### config.mk
export PLATFORM = sky130hd
export DESIGN_NAME = voice_allocator
export DESIGN_NICKNAME = d
export VERILOG_FILES = /design/src/rtl/voice_allocator.sv
export SDC_FILE = /design/constraint.sdc
export NUM_CORES = 1
export LEC_CHECK = 0
export BUFFER_PORTS_ARGS = -buffer_cell sky130_fd_sc_hd__buf_2
export CAP_MARGIN = 20
export CELL_PAD_IN_SITES_DETAIL_PLACEMENT = 2
export CELL_PAD_IN_SITES_GLOBAL_PLACEMENT = 2
export CORE_ASPECT_RATIO = 0.9
export CORE_MARGIN = 2
export CORE_UTILIZATION = 35
export CTS_BUF_LIST = sky130_fd_sc_hd__clkbuf_4
export CTS_CLUSTER_DIAMETER = 100
export DETAILED_ROUTE_END_ITERATION = 12
export GPL_TIMING_DRIVEN = 1
export PLACE_DENSITY_LB_ADDON = 0.1
export RECOVER_POWER = 50
export SLEW_MARGIN = 10
export SYNTH_ARGS = -nofsm -noshare
export SYNTH_HDL_FRONTEND = slang
export SYNTH_SLANG_ARGS = --single-unit
### constraint.sdc
create_clock -name i_Clock -period 6.02 [get_ports i_Clock]
set_input_delay 1.204 -clock i_Clock [delete_from_list [all_inputs] [get_ports i_Clock]]
set_output_delay 1.204 -clock i_Clock [all_outputs]
set_load 0.02 [all_outputs]
### src/rtl/voice_allocator.sv
// Note-event voice allocator: chooses a voice (match, free or oldest), then emits
// phase-step writes for every operator and a NoteOn mask update over a valid/ready port.
module voice_allocator #(
    parameter int NUM_VOICES    = 32,
    parameter int NUM_OPERATORS = 8,
    parameter int KEY_WIDTH     = 7
) (
    input  logic                  i_Clock,
    input  logic                  i_Reset,
    input  logic                  i_EventValid,
    output logic                  o_EventReady,
    input  logic                  i_EventNoteOn,
    input  logic [KEY_WIDTH-1:0]  i_EventKey,
    input  logic [15:0]           i_EventPhaseStep,
    output logic                  o_WriteValid,
    input  logic                  i_WriteReady,
    output logic [15:0]           o_WriteNumber,
    output logic [15:0]           o_WriteValue,
    output logic [NUM_VOICES-1:0] o_ActiveMask,
    output logic                  o_Busy
);
    localparam int VW = $clog2(NUM_VOICES);
    localparam int OW = $clog2(NUM_OPERATORS);

    typedef enum logic [2:0] {
        S_IDLE, S_LOOKUP, S_CLEAR, S_PHASE, S_SET, S_OFF
    } state_t;

    state_t state, state_next;

    logic                  ev_on;
    logic [KEY_WIDTH-1:0]  ev_key;
    logic [15:0]           ev_step;
    logic [VW-1:0]         target;
    logic [OW-1:0]         op_cnt;
    logic [NUM_VOICES-1:0] mask;
    logic [KEY_WIDTH-1:0]  keys [NUM_VOICES];
    logic [VW-1:0]         ages [NUM_VOICES];

    logic          match_found, free_found;
    logic [VW-1:0] match_idx, free_idx, steal_idx;
    logic [15:0]   mask_half, bit_sel;
    logic          event_accept, write_accept;

    assign event_accept = i_EventValid && o_EventReady;
    assign write_accept = o_WriteValid && i_WriteReady;

    // Lowest-index match and free voice; the steal candidate is the unique oldest voice.
    always_comb begin
        match_found = 1'b0;
        match_idx   = '0;
        free_found  = 1'b0;
        free_idx    = '0;
        steal_idx   = '0;
        for (int unsigned v = 0; v < NUM_VOICES; v++) begin
            if (!match_found && mask[v] && keys[v] == ev_key) begin
                match_found = 1'b1;
                match_idx   = VW'(v);
            end
            if (!free_found && !mask[v]) begin
                free_found = 1'b1;
                free_idx   = VW'(v);
            end
            if (ages[v] == VW'(NUM_VOICES - 1))
                steal_idx = VW'(v);
        end
    end

    always_comb begin
        mask_half = target[VW-1] ? mask[31:16] : mask[15:0];
        bit_sel   = 16'(1) << target[3:0];
    end

    always_ff @(posedge i_Clock) begin
        if (i_Reset) state <= S_IDLE;
        else         state <= state_next;
    end

    always_comb begin
        state_next = state;
        case (state)
            S_IDLE:   if (event_accept) state_next = S_LOOKUP;
            S_LOOKUP: begin
                if (ev_on) state_next = (match_found || !free_found) ? S_CLEAR : S_PHASE;
                else       state_next = match_found ? S_OFF : S_IDLE;
            end
            S_CLEAR:  if (write_accept) state_next = S_PHASE;
            S_PHASE:  if (write_accept && op_cnt == OW'(NUM_OPERATORS - 1)) state_next = S_SET;
            S_SET:    if (write_accept) state_next = S_IDLE;
            S_OFF:    if (write_accept) state_next = S_IDLE;
            default:  state_next = S_IDLE;
        endcase
    end

    always_comb begin
        o_EventReady  = (state == S_IDLE);
        o_Busy        = (state != S_IDLE);
        o_WriteValid  = 1'b0;
        o_WriteNumber = '0;
        o_WriteValue  = '0;
        case (state)
            S_CLEAR, S_OFF: begin
                o_WriteValid  = 1'b1;
                o_WriteNumber = {2'b10, 5'b01000, target[VW-1], 8'h00};
                o_WriteValue  = mask_half & ~bit_sel;
            end
            S_PHASE: begin
                o_WriteValid  = 1'b1;
                o_WriteNumber = {2'b10, 6'h00, target, op_cnt};
                o_WriteValue  = ev_step;
            end
            S_SET: begin
                o_WriteValid  = 1'b1;
                o_WriteNumber = {2'b10, 5'b01000, target[VW-1], 8'h00};
                o_WriteValue  = mask_half | bit_sel;
            end
            default: ;
        endcase
    end

    always_ff @(posedge i_Clock) begin
        if (i_Reset) begin
            ev_on   <= 1'b0;
            ev_key  <= '0;
            ev_step <= '0;
            target  <= '0;
            op_cnt  <= '0;
            mask    <= '0;
            for (int unsigned v = 0; v < NUM_VOICES; v++) begin
                keys[v] <= '0;
                ages[v] <= VW'(v);
            end
        end else begin
            case (state)
                S_IDLE: if (event_accept) begin
                    ev_on   <= i_EventNoteOn;
                    ev_key  <= i_EventKey;
                    ev_step <= i_EventPhaseStep;
                end
                S_LOOKUP: begin
                    op_cnt <= '0;
                    if (match_found)     target <= match_idx;
                    else if (free_found) target <= free_idx;
                    else                 target <= steal_idx;
                end
                S_CLEAR, S_OFF: if (write_accept) mask[target] <= 1'b0;
                S_PHASE: if (write_accept) op_cnt <= op_cnt + 1'b1;
                S_SET: if (write_accept) begin
                    mask[target] <= 1'b1;
                    keys[target] <= ev_key;
                    // Younger voices age by one; the later assignment makes the target youngest.
                    for (int unsigned v = 0; v < NUM_VOICES; v++)
                        if (ages[v] < ages[target]) ages[v] <= ages[v] + 1'b1;
                    ages[target] <= '0;
                end
                default: ;
            endcase
        end
    end

    assign o_ActiveMask = mask;
endmodule

Word-level counts from Yosys, hierarchy flattened
Memories as Yosys holds them, arrays and structs flattened. A register that Yosys moved wholly into a read port is not among the register bits.
Index checks and enable logic that the tools add are counted.
{"block": "totals", "regBits": 67, "elab_cells": 777, "n_memories": 2, "output_inout_bits": 67, "ramBits": 384}
{"block": "classes", "bitwise": 38, "eq_ne": 76, "add_sub_neg": 33, "shifts": 1, "n_mux": 381, "magnitude_cmp": 34, "n_reduce_logical": 205}
{"memory": "keys", "depth": 32, "width": 7, "read_ports": 32, "rd_ports_with_merged_regs": 0, "write_ports": 32, "line_no": "37", "source": "logic [KEY_WIDTH-1:0] keys [NUM_VOICES];"}
{"memory": "ages", "depth": 32, "width": 5, "read_ports": 33, "rd_ports_with_merged_regs": 1, "write_ports": 33, "line_no": "38", "source": "logic [VW-1:0] ages [NUM_VOICES];"}
{"op": "5-bit 2-to-1 mux", "count": 127}
{"op": "1-bit 2-to-1 mux", "count": 237}
{"op": "7-bit == test", "count": 32}
{"op": "5-bit by 1-bit adder with 5-bit output (second input constant)", "count": 32}
{"op": "5-bit < comparator", "count": 32}
{"op": "5-bit == test (second input constant)", "count": 31}
{"op": "1-bit logical AND", "count": 98}
{"op": "1-bit logical NOT", "count": 93}
{"op": "32-bit 2-to-1 mux", "count": 2}
{"op": "32-bit case mux with 2 select lines", "count": 1}
{"op": "16-bit case mux with 3 select lines", "count": 1}
{"op": "32-bit AND", "count": 1}
{"op": "32-bit NOT", "count": 1}
{"op": "1-bit OR", "count": 32}
{"op": "32-bit OR", "count": 1}
{"op": "16-bit case mux with 2 select lines", "count": 1}
{"op": "3-bit 2-to-1 mux", "count": 7}
{"op": "16-bit AND", "count": 1}
{"op": "16-bit 2-to-1 mux", "count": 1}
{"op": "16-bit NOT", "count": 1}
{"op": "16-bit OR", "count": 1}
{"op": "1-bit by 4-bit left shift with 16-bit output (first input constant)", "count": 1}
{"op": "3-bit case mux with 5 select lines", "count": 1}
{"op": "2-bit inequality test (second input constant)", "count": 5}
{"op": "21 further kinds", "count": 28}

Logic depth before layout (Yosys ltp)
Gate-level depths: netlist (run 1).
An unclocked memory read counts as a cell.
{"block": "depth", "ltp_word": 132, "ltp_mapped": 14, "ltp_nobuf": 12}

Least setup slack after synthesis (run 1)
Ideal clock, no wire load.
{"block": "synth_timing", "kind": "reg2reg", "from": "register (tool-made name)", "to": "memory ages[17][3] in the netlist's numbering", "stages_incl_launch_ff": 15, "period_less_slack_ns": 5.461, "arrival_time_ns": 5.306, "path_slack_ns": 0.559, "n_path_buf": 2, "path_cell_list": "dfxtp_1 -> buf_6 -> buf_1 -> mux4_2 -> mux4_2 -> mux2i_1 -> ha_1 -> a21oi_1 -> nor2_1 -> a2111oi_0 -> nand2b_1 -> o21ai_1 -> nand4_1 -> xor2_1 -> nor2_1"}
{"element": "end, declared", "line_no": "38"}

Final worst setup path (run 1)
{"block": "layout_timing", "from": "register state[0]", "to": "output o_WriteNumber[6]"}
{"block": "layout_between", "elab_chain_cells": 3, "elab_cells_between_ends": 6}
{"element": "start, declared", "line_no": "29", "source": "state_t state, state_next;"}
{"element": "start signal, assigned", "line_no": "76", "source": "else state <= state_next;"}
{"element": "3-bit == test / 3-bit by 2-bit == test with 1-bit output (equally long branches)", "line_no": "101", "source": "case (state)"}
{"element": "3-bit OR reduction (no source line)"}
{"element": "16-bit case mux with 2 select lines *", "line_no": "101"}
{"element": "end, declared", "line_no": "17", "source": "output logic [15:0] o_WriteNumber,"}
Every way passes the cells marked *; elsewhere a longest branch is shown, timed or not.

==> out/metrics.yaml, run 1 <==
violations: "capacitance limit, slew limit"
r2r_end: "ages[21][2]"
ir_worst_vdd_mv: 0.186
fmax_ghz: 0.197
cellPowerDensity_mw_per_mm2: 257
finalSetupViolCount: 0
numCtsBuffers: 139
period_share_pct: 84.5
hpwl_um: 73700
synthCells: 2656
post_drt_wl_per_cell_um: 25.7
rsz0062_at_grt: "no"
layout_min_cycle_time_ns: 5.09
cp.arrival_ns: 3.88
vias: 22200
crit_path_end_kind: "output pin"
grtUsageTotal_pct: 25.4
synth_edf_count: 224
finalHoldViolCount: 0
core_area_mm2: 0.0778
cts.sinks: 456
hold_buffers: 0
cp.required_ns: 4.82
post_cts.repair.setup_buffers: 0
rows: 97
via_per_inst: 5.57
hold_path_class: "in2reg"
min_to: "ev_key[5]"
fin_skew_ns: 0.0761
synth_ff_type: "dfxtp_1"
first_global_vias: 24200
drive_above_1_share_pct: 14.9
ys_ff_latch: 456
min_from: "i_EventKey[5]"
postRouteAntennaNets: 0
die_w_um: 300
critPathLaunchType: "flip-flop"
status: "finished with violations"
clock_latency_ns: 1.04
clk_pin_slew_ns: 0.06
fin_util_pct: 39.8
start_util_pct: 35.4
clk_path_buf_depth: 3
leakage_nw: 11.4
synth.avg_cell_area_um2: 10.4
dieHeight_um: 270
syn-cell-area_mm2: 0.0275
area_growth_pct: 12.6
timing.hold.worst_path_depth: 3
first_pass_iters: 5
drv_slew: 71
fillCellCount: 8381
clockRootBuffer: "clkbuf_4"
cts_resized: 0
nets: 3046
h-tree-depth: 4
io_pins: 95
crit_type: "reg2out"
worstPathMaxFanout: 58
ys.warnings.count: 0
synth_seq_area_share_pct: 41.3
reg2regPathDepth: 13
wl_um: 102000
maxCapViolCount: 2
max_slew_margin_pct: -32.2
grt_pass1_wl_um: 155000
initialDrtViolationCount: 1134
ys_types: 74
die-area_mm2: 0.0809
cts_tree: "done"
port_buffers: 89
async_reset_ff_share_pct: 0
grt-ovfl-total: 0
tightest_slew_ns: 1.96
drc: 0
setup_tns_ns: 0
antenna_found_initial: 4
place_congestion: 0.838
r2r_slack_ns: 1.15
grt_max_degree: 59
-- routing by layer --
| metal | GRT usage (%) | part of all wire, % |
|---|---|---|
| met5 | 0 | 0 |
| met1 | 34.1 | 46 |
| met4 | 7.59 | 2.2 |
| met2 | 42.2 | 47 |
| met3 | 3.47 | 4.1 |
-- state kept, by name (all words and copies together) (netlist names), named ones only --
register  cells
target        5
op_cnt        3
ev_key        7
state         3
ev_step      16
keys        224
ages        160
ev_on         1
-- layout make-up --
class,instances,area (µm²),area share (%)
Tap cell,1039,1300,4.20
Multi-Input combinational cell,2050,15500,49.9
Inverter,17,66.3,0.214
Timing Repair Buffer,161,872,2.81
Antenna cell,13,32.5,0.105
Clock inverter,38,284,0.917
Sequential cell,456,11400,36.8
Clock buffer,209,1570,5.06
-- synthesized netlist by cell type (all sizes together), types with 78 or more instances --
cell | instances | area [µm²]
a21oi | 182 | 918
clkbuf | 89 | 338
nand4 | 104 | 651
nor2 | 235 | 887
edfxtp | 224 | 6730
mux2i | 78 | 797
xor2 | 109 | 955
o21ai | 96 | 480
dfxtp | 232 | 4640
xnor2 | 209 | 1830
ha | 193 | 2410
nand2 | 162 | 608
and2 | 228 | 1430
-- worst max path at each step --
| stage | start | endpoint | slack, ns | cells after the start |
|---|---|---|---|---|
| 2_1_floorplan | flip-flop | ages[17][3] | 0.56 | 14 |
| 3_3_place_gp | flip-flop | ages[17][3] | 1.27 | 14 |
| 3_5_place_dp | flip-flop | ages[17][4] | 1.18 | 13 |
| 4_1_cts | flip-flop | ages[17][4] | 1.11 | 13 |
| 5_1_grt | state[0] | o_WriteNumber[6] | 0.61 | 4 |
| 6_report | state[0] | o_WriteNumber[6] | 0.93 | 4 |
-- layout by cell type (no fill, tap or decap), types with 32 or more instances in the layout --
| cell | instances |
|---|---|
| nor2_1 | 233 |
| edfxtp_1 | 224 |
| dfxtp_1 | 223 |
| xnor2_1 | 209 |
| clkbuf_4 | 209 |
| ha_1 | 193 |
| a21oi_1 | 180 |
| nand2_1 | 162 |
| and2_1 | 137 |
| xor2_1 | 109 |
| nand4_1 | 104 |
| o21ai_0 | 93 |
| and2_0 | 91 |
| mux2i_1 | 72 |
| clkbuf_1 | 61 |
| buf_2 | 58 |
| mux4_2 | 48 |
| nand3_1 | 47 |
| and3_1 | 45 |
| a211oi_1 | 40 |
| buf_4 | 39 |
| a21o_1 | 32 |
-- worst max-delay path: stages, from the launching register on --
cell	delay, ns
dfxtp_1	1.54
inv_1	0.28
nor2_1	0.62
and3_1	0.25
buf_2	0.17
-- where the power goes --
part	switching, W	internal (W)	leakage [nW]
registers	0.000252	0.00333	4.19
logic	0.000668	0.000408	6.07
clock network	0.00154	0.00176	1.09
total	0.00246	0.00550	11.4
-- kinds of logic (layout without fill, tap and decap cells) --
group	Yosys count	in the layout	synth area share, %
xor+xnor	318	318	10.1
buf+inv	154	425	2.73
other cells	1	18	0.0136
flops	456	456	41.3
compound gates	476	476	12.5
mux	140	140	7.40
fa+ha+maj	193	193	8.77
simple gates	918	918	17.2
-- through the flow --
step                instances  hold WS (ns)  setup WS [ns]  power [W]  area (µm²)
floorplan                2660         0.436          0.559    0.00432       27500
global placement         3718         0.450           1.27    0.00468       29200
detailed placement       3721         0.458           1.18    0.00474       29300
CTS                      3968         0.302           1.11    0.00808       31100
global route             3978         0.309          0.609    0.00836       31000
finish                   3983         0.398          0.935    0.00796       31000
Note: power is estimated with default switching activity, not from simulation.
==> inputs of run 2 (changes only) <==
==> constraint.sdc (replaced) <==
create_clock -name i_Clock -period 4.55 [get_ports i_Clock]
set_input_delay 0.91 -clock i_Clock [delete_from_list [all_inputs] [get_ports i_Clock]]
set_output_delay 0.91 -clock i_Clock [all_outputs]
set_load 0.02 [all_outputs]
==> run 2 against run 1 <==
Effect of this change: the flow still finishes with violations (capacitance limit, slew limit); global-route usage increased by 0.31 points; clock power increased by 26%; design area increased by 0.72%; critical path type unchanged; non-clock buffer count increased by 36.
==> out/metrics.yaml, run 2 (same netlist as run 1, synthesis figures left out) <==
status: "finished with violations"
violations: "capacitance limit, slew limit"
die_w_um: 300  # unchanged
initialDrtViolationCount: 1127  # -0.62%
cp_cell_sequence: "nor2b_1, nand2_1, nand2_1, o21ai_0, nand2_1, o21ai_0, buf_2"
vias: 22400  # +1.2%
most-common-layout-cells: "nor2_1, edfxtp_1, dfxtp_1"
drive_above_1_share_pct: 15.7  # +0.87 points
maxCapViolCount: 1  # -1
post_cts.repair.setup_buffers: 0  # unchanged
finalHoldViolCount: 0  # unchanged
place_congestion: 0.858  # +2.4%
first_pass_iters: 5  # unchanged
postRouteAntennaNets: 0  # unchanged
rows: 97  # unchanged
largest_reg_flops: 224  # unchanged
clock_latency_ns: 1.05  # about the same
worstPathMaxFanout: 17  # -71%
leakage_nw: 11.5  # +1.6%
clockRootBuffer: "clkbuf_4"
post_drt_wl_per_cell_um: 25.9  # +0.58%
hold_buffers: 0  # unchanged
die-area_mm2: 0.0809  # unchanged
first_global_vias: 24100  # -0.61%
period_share_pct: 95.4
cts_tree: "done"
grt_pass1_wl_um: 156000  # +0.70%
antenna_found_initial: 2  # -2
cp.arrival_ns: 3.43  # -0.45 ns
crit_path_end_kind: "output pin"
start_util_pct: 35.4  # unchanged
nets: 3082  # +1.2%
design_area_mm2: 0.0312  # +0.72%
crit_top_cell: "nand2_1"
io_pins: 95  # unchanged
cp.required_ns: 3.64  # -1.18 ns
hpwl_um: 76400  # +3.7%
layout_min_cycle_time_ns: 4.34
critPathLaunchType: "flip-flop"
h-tree-depth: 4  # unchanged
cts_resized: 0  # unchanged
reg_top3: "keys (224), ages (160), ev_step (16)"
mostFrequentLayoutCell: "nor2_1"
dieHeight_um: 270  # unchanged
area_growth_pct: 13.4
cellPowerDensity_mw_per_mm2: 331  # +29%
ir_worst_vdd_mv: 0.211  # +14%
cts.sinks: 456  # unchanged
grt_max_degree: 115  # +95%
grtUsageTotal_pct: 25.7  # +0.31 points
placed_area_mm2: 0.0296  # +1.2%
fmax_ghz: 0.230
core_area_mm2: 0.0778  # unchanged
via_per_inst: 5.57  # about the same
clk_path_buf_depth: 3  # unchanged
numCtsBuffers: 139  # unchanged
drv_slew: 1  # -99%
hold_path_class: "in2reg"
stdcell_count: 4027  # +1.1%
tightest_slew_ns: 1.49  # -0.477 ns
drc: 0  # unchanged
fin_skew_ns: 0.0889  # +0.0128 ns
dp_cells: 3757  # +0.97%
finalSetupViolCount: 0  # unchanged
holdWs_ns: 0.131  # -0.267 ns
grt-ovfl-total: 0  # unchanged
crit_type: "reg2out"
largest-register: "keys"
slowest_delay_ns: 0.80  # -0.74 ns
port_buffers: 89  # unchanged
worst_path_max_delay_cell: "dfxtp_1"
clk_pin_slew_ns: 0.06  # about the same
fin_util_pct: 40.1  # +0.29 points
wl_um: 104000  # +1.7%
max_slew_margin_pct: -0.0560  # +32 points
==> run 2: cell types whose count changed in the layout (fill, tap and decap cells not counted), sizes merged <==
cell      delta
clkinv      +18
clkinvlp     +1
inv          +1
buf         +33
bufinv       -3
diode        +2
clkbuf       -8
==> run 2: layout make-up <==
type                            instances  area, µm²
Fill cell                            8335      46600
Antenna cell                           15       37.5
Sequential cell                       456      11400
Clock inverter                         55        279
Timing Repair Buffer                  197       1170
Tap cell                             1039       1300
Multi-Input combinational cell       2050      15500
Clock buffer                          198       1490
Inverter                               17       65.1
==> run 2: path summary, 6_finish.rpt <==
check                              startpoint          endpoint  slack [ns]  cells after the start
worst max-delay path                target[1]  o_WriteValue[10]        0.21                      7
worst max register to register      flip-flop       ages[17][3]        0.30                     14
worst min-delay path            i_EventKey[5]         ev_key[5]        0.13                      3
worst min register to register    ev_step[13]       ev_step[13]        0.46                      2
==> run 2: metrics by stage <==
step / total power [W] / setup TNS [ns] / worst slack, ns
after floorplan: 0.00572 / -0.0117 / -0.0117
after global placement: 0.00621 / 0 / 0.439
after detailed placement: 0.00629 / 0 / 0.341
after CTS: 0.0105 / 0 / 0.125
after global routing: 0.0109 / -0.00811 / -0.00811
final: 0.0103 / 0 / 0.209
==> run 2: worst max-delay path: cells and delay by family, from the launching register on <==
family | cells | cell delay (ns)
buffers and inverters | 1 | 0.20
AO/OA/AOI/OAI | 2 | 0.21
AND/OR/NAND/NOR | 4 | 1.21
flip-flops | 1 | 0.80
==> run 2: report_power, final <==
group,total (W),internal (W),switching [W]
Clock,0.00415,0.00208,0.00207
Combinational,0.00153,0.000561,0.000965
Sequential,0.00466,0.00441,0.000250
Total,0.0103,0.00705,0.00328
==> run 2: routing by layer <==
| layer | GRT usage (%) | part of all wire, % | wire, µm | vias to the layer above |
|---|---|---|---|---|
| li1 | - | - | - | 10200 |
| met1 | 34.2 | 46 | 47900 | 11600 |
| met2 | 42.4 | 47 | 49300 | 486 |
| met3 | 3.99 | 4.1 | 4220 | 171 |
| met4 | 8.53 | 2.7 | 2830 | 0 |
| met5 | 0 | 0 | 0 | - |
==> inputs of run 3 (changes only) <==
--- a/config.mk
+++ b/config.mk
@@ -11,7 +11,7 @@
 export CELL_PAD_IN_SITES_GLOBAL_PLACEMENT = 2
 export CORE_ASPECT_RATIO = 0.9
 export CORE_MARGIN = 2
-export CORE_UTILIZATION = 35
+export CORE_UTILIZATION = 42
 export CTS_BUF_LIST = sky130_fd_sc_hd__clkbuf_4
 export CTS_CLUSTER_DIAMETER = 100
 export DETAILED_ROUTE_END_ITERATION = 12
==> constraint.sdc (replaced) <==
create_clock -name i_Clock -period 5.1 [get_ports i_Clock]
set_input_delay 1.02 -clock i_Clock [delete_from_list [all_inputs] [get_ports i_Clock]]
set_output_delay 1.02 -clock i_Clock [all_outputs]
set_load 0.02 [all_outputs]
==> run 3 against run 2 <==
Effect of this change: the run still ends with capacitance limit, slew limit left; global-route usage is 4.9 points higher; sequential power is 9.9% lower; total power is 11% lower.
==> out/metrics.yaml, run 3 (same netlist as run 1, synthesis figures left out) <==
status: "finished with violations"
violations: "capacitance limit, slew limit"
port_buffers: 89  # unchanged
cellPowerDensity_mw_per_mm2: 301  # -9.2%
die_w_um: 274  # -8.6%
nets: 3051  # -1.0%
finalPower_w: 0.00925  # -11%
clk_path_buf_depth: 3  # unchanged
clockRootBuffer: "clkbuf_4"
cp.required_ns: 5.96  # +2.32 ns
critPathLaunchType: "flip-flop"
fin_skew_ns: 0.0863  # -0.00259 ns
hold_path_class: "in2reg"
design_area_mm2: 0.0308  # -1.4%
largest_reg_flops: 224  # unchanged
fin_util_pct: 47.2  # +7.1 points
cts_tree: "done"
crit_path_end_kind: "flip-flop"
place_congestion: 0.870  # +1.4%
vias: 22600  # +0.73%
stdcell_count: 3804  # -5.5%
finalSetupViolCount: 0  # unchanged
dieHeight_um: 247  # -8.6%
setup_tns_ns: 0  # unchanged
core_area_mm2: 0.0651  # -16%
leakage_nw: 11.4  # -1.5%
dp_cells: 3555  # -5.4%
first_global_vias: 24100  # +0.066%
clock_latency_ns: 1.04  # about the same
worstPathMaxFanout: 21  # +4
numCtsBuffers: 134  # -3.6%
maxCapViolCount: 2  # +1
postRouteAntennaNets: 0  # unchanged
finalHoldViolCount: 0  # unchanged
post_cts.repair.setup_buffers: 0  # unchanged
h-tree-depth: 4  # unchanged
io_pins: 95  # unchanged
largest-register: "keys"
hold_buffers: 0  # unchanged
grt_pass1_wl_um: 154000  # -1.1%
drc: 0  # unchanged
wl_um: 104000  # -0.27%
grt-ovfl-total: 0  # unchanged
post_drt_wl_per_cell_um: 27.3  # +5.6%
drv_slew: 47  # +46
die-area_mm2: 0.0676  # -16%
start_util_pct: 42.2  # +6.9 points
most-common-layout-cells: "nor2_1, edfxtp_1, dfxtp_1"
hpwl_um: 73700  # -3.6%
rsz0062_at_grt: "no"
first_pass_iters: 5  # unchanged
crit_type: "reg2reg"
via_per_inst: 5.94  # +6.6%
rows: 89  # -8.2%
initialDrtViolationCount: 1523  # +35%
reg_top3: "keys (224), ages (160), ev_step (16)"
antenna_found_initial: 6  # +4
cp.arrival_ns: 5.54  # +2.11 ns
cts.sinks: 456  # unchanged
drive_above_1_share_pct: 15.0  # -0.75 points
grtUsageTotal_pct: 30.6  # +4.9 points
grt_max_degree: 59  # -49%
clk_pin_slew_ns: 0.08  # +0.02 ns
placed_area_mm2: 0.0291  # -1.6%
max_slew_margin_pct: -45.9  # -46 points
period_share_pct: 91.9
layout_min_cycle_time_ns: 4.69
mostFrequentLayoutCell: "nor2_1"
area_growth_pct: 11.8
cts_resized: 0  # unchanged
ir_worst_vdd_mv: 0.185  # -12%
tightest_slew_ns: 2.17  # +0.681 ns
fmax_ghz: 0.213
run 3: cell count changes in the layout (fill, tap and decap cells not counted), sizes merged:
cell    change
clkbuf      -1
diode       -9
buf        -22
inv         +2
clkinv     -18
run 3: path summary, 6_finish.rpt:
path / start / end / slack, ns / cells after the start
max: flip-flop / ages[17][3] / 0.41 / 14
min: i_EventPhaseStep[1] / ev_step[1] / 0.25 / 3
max reg2reg: flip-flop / ages[17][3] / 0.41 / 14
min reg2reg: ev_step[12] / ev_step[12] / 0.46 / 2
run 3: through the flow:
stage / setup slack (ns) / hold slack [ns]
floorplan: 0.160 / 0.436
global placement: 0.664 / 0.448
detailed placement: 0.392 / 0.452
CTS: 0.362 / 0.175
global route: 0.0467 / 0.195
finish: 0.412 / 0.254
run 3: critical path, stage by stage (launching register included):
cell,delay [ns]
dfxtp_2,0.55
buf_12,0.26
mux4_2,0.53
mux4_2,0.55
mux2i_4,0.38
buf_4,0.33
ha_1,0.27
nand2_1,0.09
nor2_1,0.06
a2111oi_0,0.61
nand2b_1,0.13
o21ai_1,0.41
nand4_1,0.18
xor2_1,0.16
nor2_1,0.06
run 3: area by class of cell:
type,instances,area (µm²)
Inverter,17,65.1
Antenna cell,6,15.0
Sequential cell,456,11400
Tap cell,864,1080
Fill cell,6830,34400
Timing Repair Buffer,171,998
Clock inverter,39,233
Multi-Input combinational cell,2050,15500
Clock buffer,201,1510
run 3: where the power goes:
part	total, W	internal (W)	switching (W)
clock network	0.00371	0.00188	0.00184
registers	0.00420	0.00393	0.000264
logic	0.00134	0.000494	0.000847
total	0.00925	0.00630	0.00295
run 3: routing by layer:
metal / share of wire [%] / GRT usage, % / wire [µm]
met2: 47 / 49.6 / 48500
met1: 44 / 40.5 / 46100
met3: 5.3 / 5.01 / 5470
met5: 0 / 0 / 0
met4: 3.7 / 12.8 / 3880
